`config.mk`:
```
export PLATFORM = sky130hd
export DESIGN_NAME = drum_hit_detector
export DESIGN_NICKNAME = d
export VERILOG_FILES = /design/src/rtl/drum_hit_detector.sv
export SDC_FILE = /design/constraint.sdc
export NUM_CORES = 1
export LEC_CHECK = 0
export CAP_MARGIN = 10
export CORE_MARGIN = 1.5
export CORE_UTILIZATION = 54
export CTS_CLUSTER_DIAMETER = 200
export CTS_CLUSTER_SIZE = 40
export DETAILED_ROUTE_END_ITERATION = 10
export GPL_TIMING_DRIVEN = 0
export PLACE_DENSITY_LB_ADDON = 0.3
export SYNTH_ARGS = -nofsm -noshare
export SYNTH_HDL_FRONTEND = slang
export SYNTH_SLANG_ARGS = --single-unit
```
`constraint.sdc`:
```
create_clock -name CLK -period 2.7 [get_ports CLK]
set_input_delay 0.27 -clock CLK [delete_from_list [all_inputs] [get_ports CLK]]
set_output_delay 0.27 -clock CLK [all_outputs]
set_load 0.005 [all_outputs]
```
`src/rtl/drum_hit_detector.sv`:
```
// drum_hit_detector: per-channel piezo strike detector.
// Hysteresis trigger on 12-bit ADC samples, bounded peak capture, one-cycle
// HIT strobe with 8-bit velocity, holdoff and re-arm retrigger suppression,
// and a wrapping hit counter.
// Optional macro DRUM_LED_METER_EN: registered thermometer velocity meter on led.
module drum_hit_detector #(
  parameter logic [11:0] ON_THRESH       = 12'd800,
  parameter logic [11:0] OFF_THRESH      = 12'd400,
  parameter int unsigned PEAK_WIN        = 8,
  parameter int unsigned HOLDOFF_SAMPLES = 32
) (
  input  logic        CLK,
  input  logic        RST_N,
  input  logic        SAMPLE_VALID,
  input  logic [15:0] DATA,
  output logic        HIT,
  output logic [7:0]  VELOCITY,
  output logic [7:0]  HIT_CNT,
  output logic        BUSY,
  output logic [7:0]  led
);

  localparam logic [7:0] WinLast  = PEAK_WIN[7:0];
  localparam logic [9:0] HoldLast = HOLDOFF_SAMPLES[9:0];

  typedef enum logic [1:0] {
    StIdle,
    StAttack,
    StHoldoff,
    StRearm
  } state_e;

  state_e      r_state, w_state_nxt;
  logic [11:0] r_peak, w_peak_nxt;
  logic [7:0]  r_win_cnt, w_win_cnt_nxt;
  logic [9:0]  r_hold_cnt, w_hold_cnt_nxt;
  logic        r_hit, w_hit_nxt;
  logic [7:0]  r_vel, w_vel_nxt;
  logic [7:0]  r_hit_cnt, w_hit_cnt_nxt;

  logic [11:0] w_s;
  logic [11:0] w_peak_max;
  logic [7:0]  w_win_inc;
  logic [9:0]  w_hold_inc;
  logic        w_unused_data_hi;

  assign w_s              = DATA[11:0];
  assign w_unused_data_hi = ^DATA[15:12];
  // Running max includes the current sample so a terminating sample can still be the peak.
  assign w_peak_max       = (w_s > r_peak) ? w_s : r_peak;
  assign w_win_inc        = r_win_cnt + 8'd1;
  assign w_hold_inc       = r_hold_cnt + 10'd1;

  // Next-state and datapath decode; nothing moves unless a sample is valid, HIT self-clears.
  always_comb begin
    w_state_nxt    = r_state;
    w_peak_nxt     = r_peak;
    w_win_cnt_nxt  = r_win_cnt;
    w_hold_cnt_nxt = r_hold_cnt;
    w_hit_nxt      = 1'b0;
    w_vel_nxt      = r_vel;
    w_hit_cnt_nxt  = r_hit_cnt;
    if (SAMPLE_VALID) begin
      unique case (r_state)
        StIdle: begin
          if (w_s >= ON_THRESH) begin
            w_peak_nxt    = w_s;
            w_win_cnt_nxt = 8'd1;
            w_state_nxt   = StAttack;
          end
        end
        StAttack: begin
          w_peak_nxt    = w_peak_max;
          w_win_cnt_nxt = w_win_inc;
          if ((w_s < OFF_THRESH) || (w_win_inc == WinLast)) begin
            w_hit_nxt      = 1'b1;
            w_vel_nxt      = w_peak_max[11:4];
            w_hit_cnt_nxt  = r_hit_cnt + 8'd1;
            w_hold_cnt_nxt = '0;
            w_state_nxt    = StHoldoff;
          end
        end
        StHoldoff: begin
          w_hold_cnt_nxt = w_hold_inc;
          if (w_hold_inc == HoldLast) begin
            w_state_nxt = StRearm;
          end
        end
        StRearm: begin
          // Level must fall below OFF_THRESH before a new strike can arm.
          if (w_s < OFF_THRESH) begin
            w_state_nxt = StIdle;
          end
        end
        default: w_state_nxt = StIdle;
      endcase
    end
  end

  // State and datapath registers.
  always_ff @(posedge CLK or negedge RST_N) begin
    if (!RST_N) begin
      r_state    <= StIdle;
      r_peak     <= '0;
      r_win_cnt  <= '0;
      r_hold_cnt <= '0;
      r_hit      <= 1'b0;
      r_vel      <= '0;
      r_hit_cnt  <= '0;
    end else begin
      r_state    <= w_state_nxt;
      r_peak     <= w_peak_nxt;
      r_win_cnt  <= w_win_cnt_nxt;
      r_hold_cnt <= w_hold_cnt_nxt;
      r_hit      <= w_hit_nxt;
      r_vel      <= w_vel_nxt;
      r_hit_cnt  <= w_hit_cnt_nxt;
    end
  end

  assign HIT      = r_hit;
  assign VELOCITY = r_vel;
  assign HIT_CNT  = r_hit_cnt;
  assign BUSY     = (r_state != StIdle);

`ifdef DRUM_LED_METER_EN
  logic [7:0] r_led;
  logic [7:0] w_led_therm;

  // Thermometer of the new velocity: VELOCITY[7:5]+1 bits lit from bit 0.
  always_comb begin
    w_led_therm = '0;
    for (int i = 0; i < 8; i++) begin
      w_led_therm[i] = (i <= int'(w_vel_nxt[7:5]));
    end
  end

  // Meter register updates on the same edge as VELOCITY.
  always_ff @(posedge CLK or negedge RST_N) begin
    if (!RST_N) begin
      r_led <= '0;
    end else if (w_hit_nxt) begin
      r_led <= w_led_therm;
    end
  end

  assign led = r_led;
`else
  assign led = 8'h00;
`endif

endmodule

```
Word-level counts from Yosys, hierarchy flattened. Cells that the tools add are included.

Word-level logic and storage cells: 49. Input port bits: 19. Output and inout bits: 26. Flip-flop bits (word level): 49.

Reduce and logical (&&, ||, !) cells: 10. $add $sub $neg: 3. Equality and inequality tests: 10. Mux-type cells: 15. Magnitude comparators: 3.

Operators by type and width (count): 2-to-1 mux 12 bit (2); one-hot mux 12 bit (2 select lines) (1); one-hot mux 10 bit (2 select lines) (1); adder 8 x 1 -> 8 bit (second input constant) (2); one-hot mux 8 bit (2 select lines) (1); >= comparator 12 x 10 -> 1 bit (second input constant) (1); > comparator 12 bit (1); less-than comparator 12 x 9 -> 1 bit (second input constant) (1); adder 10 x 1 -> 10 bit (second input constant) (1); == test 10 x 6 -> 1 bit (second input constant) (1); 2-to-1 mux 10 bit (1); != test 2 bit (second input constant) (5); AND reduction 3 bit (3); == test 8 x 4 -> 1 bit (second input constant) (1); 2-to-1 mux 2 bit (4); 2-to-1 mux 8 bit (1); one-hot mux 2 bit (4 select lines) (1); nonzero test 2 bit (3); AND reduction 5 bit (1); == test 2 bit (second input constant) (2); AND reduction 4 bit (1); 2-to-1 mux 1 bit (3); == test 2 x 1 -> 1 bit (second input constant) (1); logical NOT 2 bit (1); logical OR 1 bit (1).

Logic depth before layout (Yosys ltp).
Depth after elaboration: 6. Mapped depth: 10. Mapped depth without buffers: 8.

Worst setup path after synthesis. OpenSTA, ideal clock, no wires.

Path type: flip-flop to flip-flop. From: reg r_peak[1]. To: reg r_peak[0]. Path buffers: 2. Cell stages (with the launch flop): 11. Arrival time: 2.030 ns. Path slack: 0.545 ns. Library setup time: 0.125 ns. Data required time: 2.575 ns. Cells stage by stage: dfrtp_1 -> inv_1 -> ha_1 -> nor2b_1 -> o211ai_1 -> a21oi_1 -> o311a_1 -> buf_4 -> o21ba_2 -> buf_6 -> mux2_2.

Cells in the longest elaborated chain, start to end: 3.

Ends and longest elaborated chain: start, declared (line 34) `logic [11:0] r_peak, w_peak_nxt;`; start signal, assigned (line 112) `r_peak <= w_peak_nxt;`; > comparator 12 bit (line 50) `assign w_peak_max = (w_s > r_peak) ? w_s : r_peak;`; != test 2 bit (no source line); AND reduction 4 bit (no source line).

Every way passes these cells. A chain may end at the register's enable or synchronous reset.

Final worst setup path.
From: in DATA[11]. To: reg r_peak[0].

Cells in the longest elaborated chain, start to end: 3. Elaborated cells between the ends (all ways): 5. Those cells by class: order compare: 2; eq/ne: 2; reduce/logical: 1.

Ends and longest elaborated chain: start, declared (line 15) `input logic [15:0] DATA,`; > comparator 12 bit / >= comparator 12 x 10 -> 1 bit (equally long branches) (line 50, 66); != test 2 bit (no source line); AND reduction 4 bit (no source line) *.

Every way passes the cells marked *; elsewhere a longest branch is shown, timed or not.

==> impl_metrics.env <==
export IMPL_routed_wl_um=5490
export IMPL_relSlewSlack_pct=59.7
export IMPL_first_iter_violations=93
export IMPL_cts_buffers=5
export IMPL_synth_flop_cell="dfrtp_1"
export IMPL_fin_nets=373
export IMPL_fin_util_pct=67.8
export IMPL_total_leakage_power_nw=1.59
export IMPL_irDropWorstVdd_v=0.000610
export IMPL_core_area_um2=5170
export IMPL_synth_distinct_cells=56
export IMPL_drc_errors=0
export IMPL_critPathArrivalTime_ns=2.62
export IMPL_fmax_mhz=414
export IMPL_cp_startpoint="DATA[11]"
export IMPL_power_density_nw_per_um2=890
export IMPL_dieArea_um2=5880
export IMPL_dieHeight_um=76.7
export IMPL_synth_edf_count=0
export IMPL_grt_start_max_net_pins=39
export IMPL_clock_root_buffer="clkbuf_8"
export IMPL_rsz0062_at_grt="false"
export IMPL_grtUsageTotal_pct=20.5
export IMPL_ctsHoldBuffers=1
export IMPL_fin_crit_ns=2.42
export IMPL_clk_path_buf_depth=2
export IMPL_start_util_pct=56.7
export IMPL_worstMarginPinSlew_ns=0.602
export IMPL_setup_viol=0
export IMPL_r2r_end="r_peak[0]$_DFFE_PN0P_"
export IMPL_synthCells=286
export IMPL_ys_ff_latch=49
export IMPL_reg2reg_from="r_peak[11]$_DFFE_PN0P_"
export IMPL_synth_area_per_cell_um2=10.2
export IMPL_gp_congestion=0.796
export IMPL_hold_class="in2async"
export IMPL_start_kind="input port"
export IMPL_hold_violations=0
export IMPL_async_flop_share_pct=100
export IMPL_skew_ns=0.0109
export IMPL_portBuffers=32
export IMPL_n_antenna_cell=0
export IMPL_fin_crit_sh_pct=89.5
export IMPL_clock_sinks=49
export IMPL_vias=2200
export IMPL_ff2ff_setup_slack_ns=0.32
export IMPL_h_tree_depth=2
export IMPL_syn_area_um2=2930
export IMPL_syn_to_final_growth_pct=19.6
export IMPL_maxSlewViolCount=0
export IMPL_critical_path_endpoint_type="flip-flop"
export IMPL_ys_seq_area_share_pct=41.8
export IMPL_pin_count=45
export IMPL_vias_per_cell=5.43
export IMPL_rows=26
export IMPL_num_fill_cells=399
export IMPL_die_x_um=76.7
export IMPL_status="completed"
export IMPL_drive_gt1_share_pct=15.5
export IMPL_crit_required_ns=2.90
export IMPL_cts_clk_slew_worst_paths_ns=0.10
export IMPL_antenna_found_initial=0
export IMPL_grt_ovfl_total=0
export IMPL_dp_hpwl_um=4110
export IMPL_cts_resized=0
export IMPL_grt_pass1_wl_um=9790
export IMPL_maxCapViolations=0
export IMPL_drtAntennaViolNets=0
export IMPL_total_power_w=0.00312
export IMPL_grt_pass1_vias=2204
export IMPL_cts_tree="built"
export IMPL_firstDrtPassIters=5
export IMPL_r2r_cells=10
export IMPL_synth_warnings=0
export IMPL_path_max_fanout=10
export IMPL_wl_per_cell_um=13.6
export IMPL_critPathKind="in2reg"
export IMPL_insertion_delay_ns=0.31
export IMPL_postCtsSetupRepairBufs=0
[metal layers]
layer / up-vias / part of all wire [%] / GRT usage [%]
met4: 0 / 1.7 / 6.85
met3: 11 / 2.8 / 3.57
li1: 1101 / - / -
met5: - / 0 / 0
met2: 38 / 50 / 36.1
met1: 1050 / 45 / 25.2
[area by class of cell]
class | count | area, µm² | area share [%]
clock buffer | 5 | 68.8 | 1.96
buffer | 19 | 133 | 3.78
inverter | 23 | 86.3 | 2.46
timing repair buffer | 34 | 345 | 9.85
multi-input combinational | 202 | 1510 | 43.1
clock inverter | 3 | 47.5 | 1.36
sequential | 49 | 1230 | 35.0
tap | 70 | 87.6 | 2.50
[kinds of logic (layout without fill, tap and decap cells)]
kind of cell	count (synthesis)	in the layout	synth area share (%)
adder cells (fa/ha/maj)	20	20	8.54
XOR/XNOR	13	13	3.89
AO/OA/AOI/OAI	67	67	15.5
flip-flops	49	49	41.8
buffers and inverters	42	84	7.47
AND/OR/NAND/NOR	71	71	14.2
other	1	8	0.128
multiplexers	23	23	8.45
[stage by stage]
step | std cells | TNS (ns) | area, µm² | hold slack (ns) | worst slack [ns]
2_1_floorplan | 293 | 0 | 2960 | -0.0256 | 0.545
3_3_place_gp | 395 | -4.03 | 3360 | 0.461 | -0.0847
3_5_place_dp | 396 | -0.0946 | 3380 | 0.169 | -0.0198
4_1_cts | 405 | 0 | 3510 | 0.366 | 0.291
5_1_grt | 405 | 0 | 3510 | 0.384 | 0.112
6_report | 405 | 0 | 3510 | 0.361 | 0.283
[worst max-delay path: stages]
cell and delay [ns]:
clkdlybuf4s50_1 0.47, ha_1 0.35, nand2_1 0.05, o21ai_0 0.24, nand2b_1 0.14, o311a_1 0.17, buf_4 0.20, o21ba_2 0.20
buf_6 0.17, mux2_2 0.34
[Yosys cell counts (3+ instances only)]
cell type,number,area [µm²]
ha_1,20,250
nand4_1,6,37.5
xnor2_1,10,87.6
a21oi_1,21,105
a31oi_1,7,43.8
mux2i_1,9,90.1
buf_4,11,82.6
xor2_1,3,26.3
dfrtp_1,49,1230
buf_2,3,15.0
nand3_1,8,40.0
inv_1,23,86.3
nand2_1,13,48.8
and3_1,8,50.1
nor2_1,15,56.3
mux2_2,14,158
o21ai_0,14,70.1
or2b_1,5,37.5
[placed cells by master, fill, tap and decap left out, types with 3 or more instances in the layout]
cell type        synthesis  final
dfrtp_1                 49     49
buf_2                    3      4
a21oi_1                 21     21
inv_1                   23     23
nand4_1                  6      6
nor2_1                  15     15
mux2i_1                  9      9
mux2_2                  14     14
nand2_1                 13     13
or2b_1                   5      5
and3_1                   8      8
nand3_1                  8      8
buf_4                   11     11
clkbuf_8                 0      5
conb_1                   1      8
a31oi_1                  7      7
clkdlybuf4s50_1          0     31
xor2_1                   3      3
o21ai_0                 14     14
xnor2_1                 10     10
ha_1                    20     20
[worst max path at each step]
| stage | endpoint | slack [ns] | cells after the start |
|---|---|---|---|
| after floorplan | r_peak[0]$_DFFE_PN0P_ | 0.55 | 10 |
| after global placement | r_win_cnt[7]$_DFFE_PN0P_ | -0.08 | 1 |
| after detailed placement | r_peak[0]$_DFFE_PN0P_ | -0.02 | 10 |
| after CTS | r_peak[0]$_DFFE_PN0P_ | 0.29 | 10 |
| after global routing | r_win_cnt[3]$_DFFE_PN0P_ | 0.11 | 8 |
| final | r_peak[0]$_DFFE_PN0P_ | 0.28 | 10 |
[where the power goes]
| group | switching (W) | internal [W] | total (W) |
|---|---|---|---|
| combinational | 0.000662 | 0.000724 | 0.00139 |
| clock | 0.000260 | 0.000283 | 0.000543 |
| sequential | 0.000205 | 0.000985 | 0.00119 |
[registers in the layout, summed over array words and instances (netlist names)]
signal and count:
HIT 1, HIT_CNT 8, VELOCITY 8, r_hold_cnt 10
r_peak 12, r_state 2, r_win_cnt 8
Note: power is estimated with default switching activity, not from simulation.
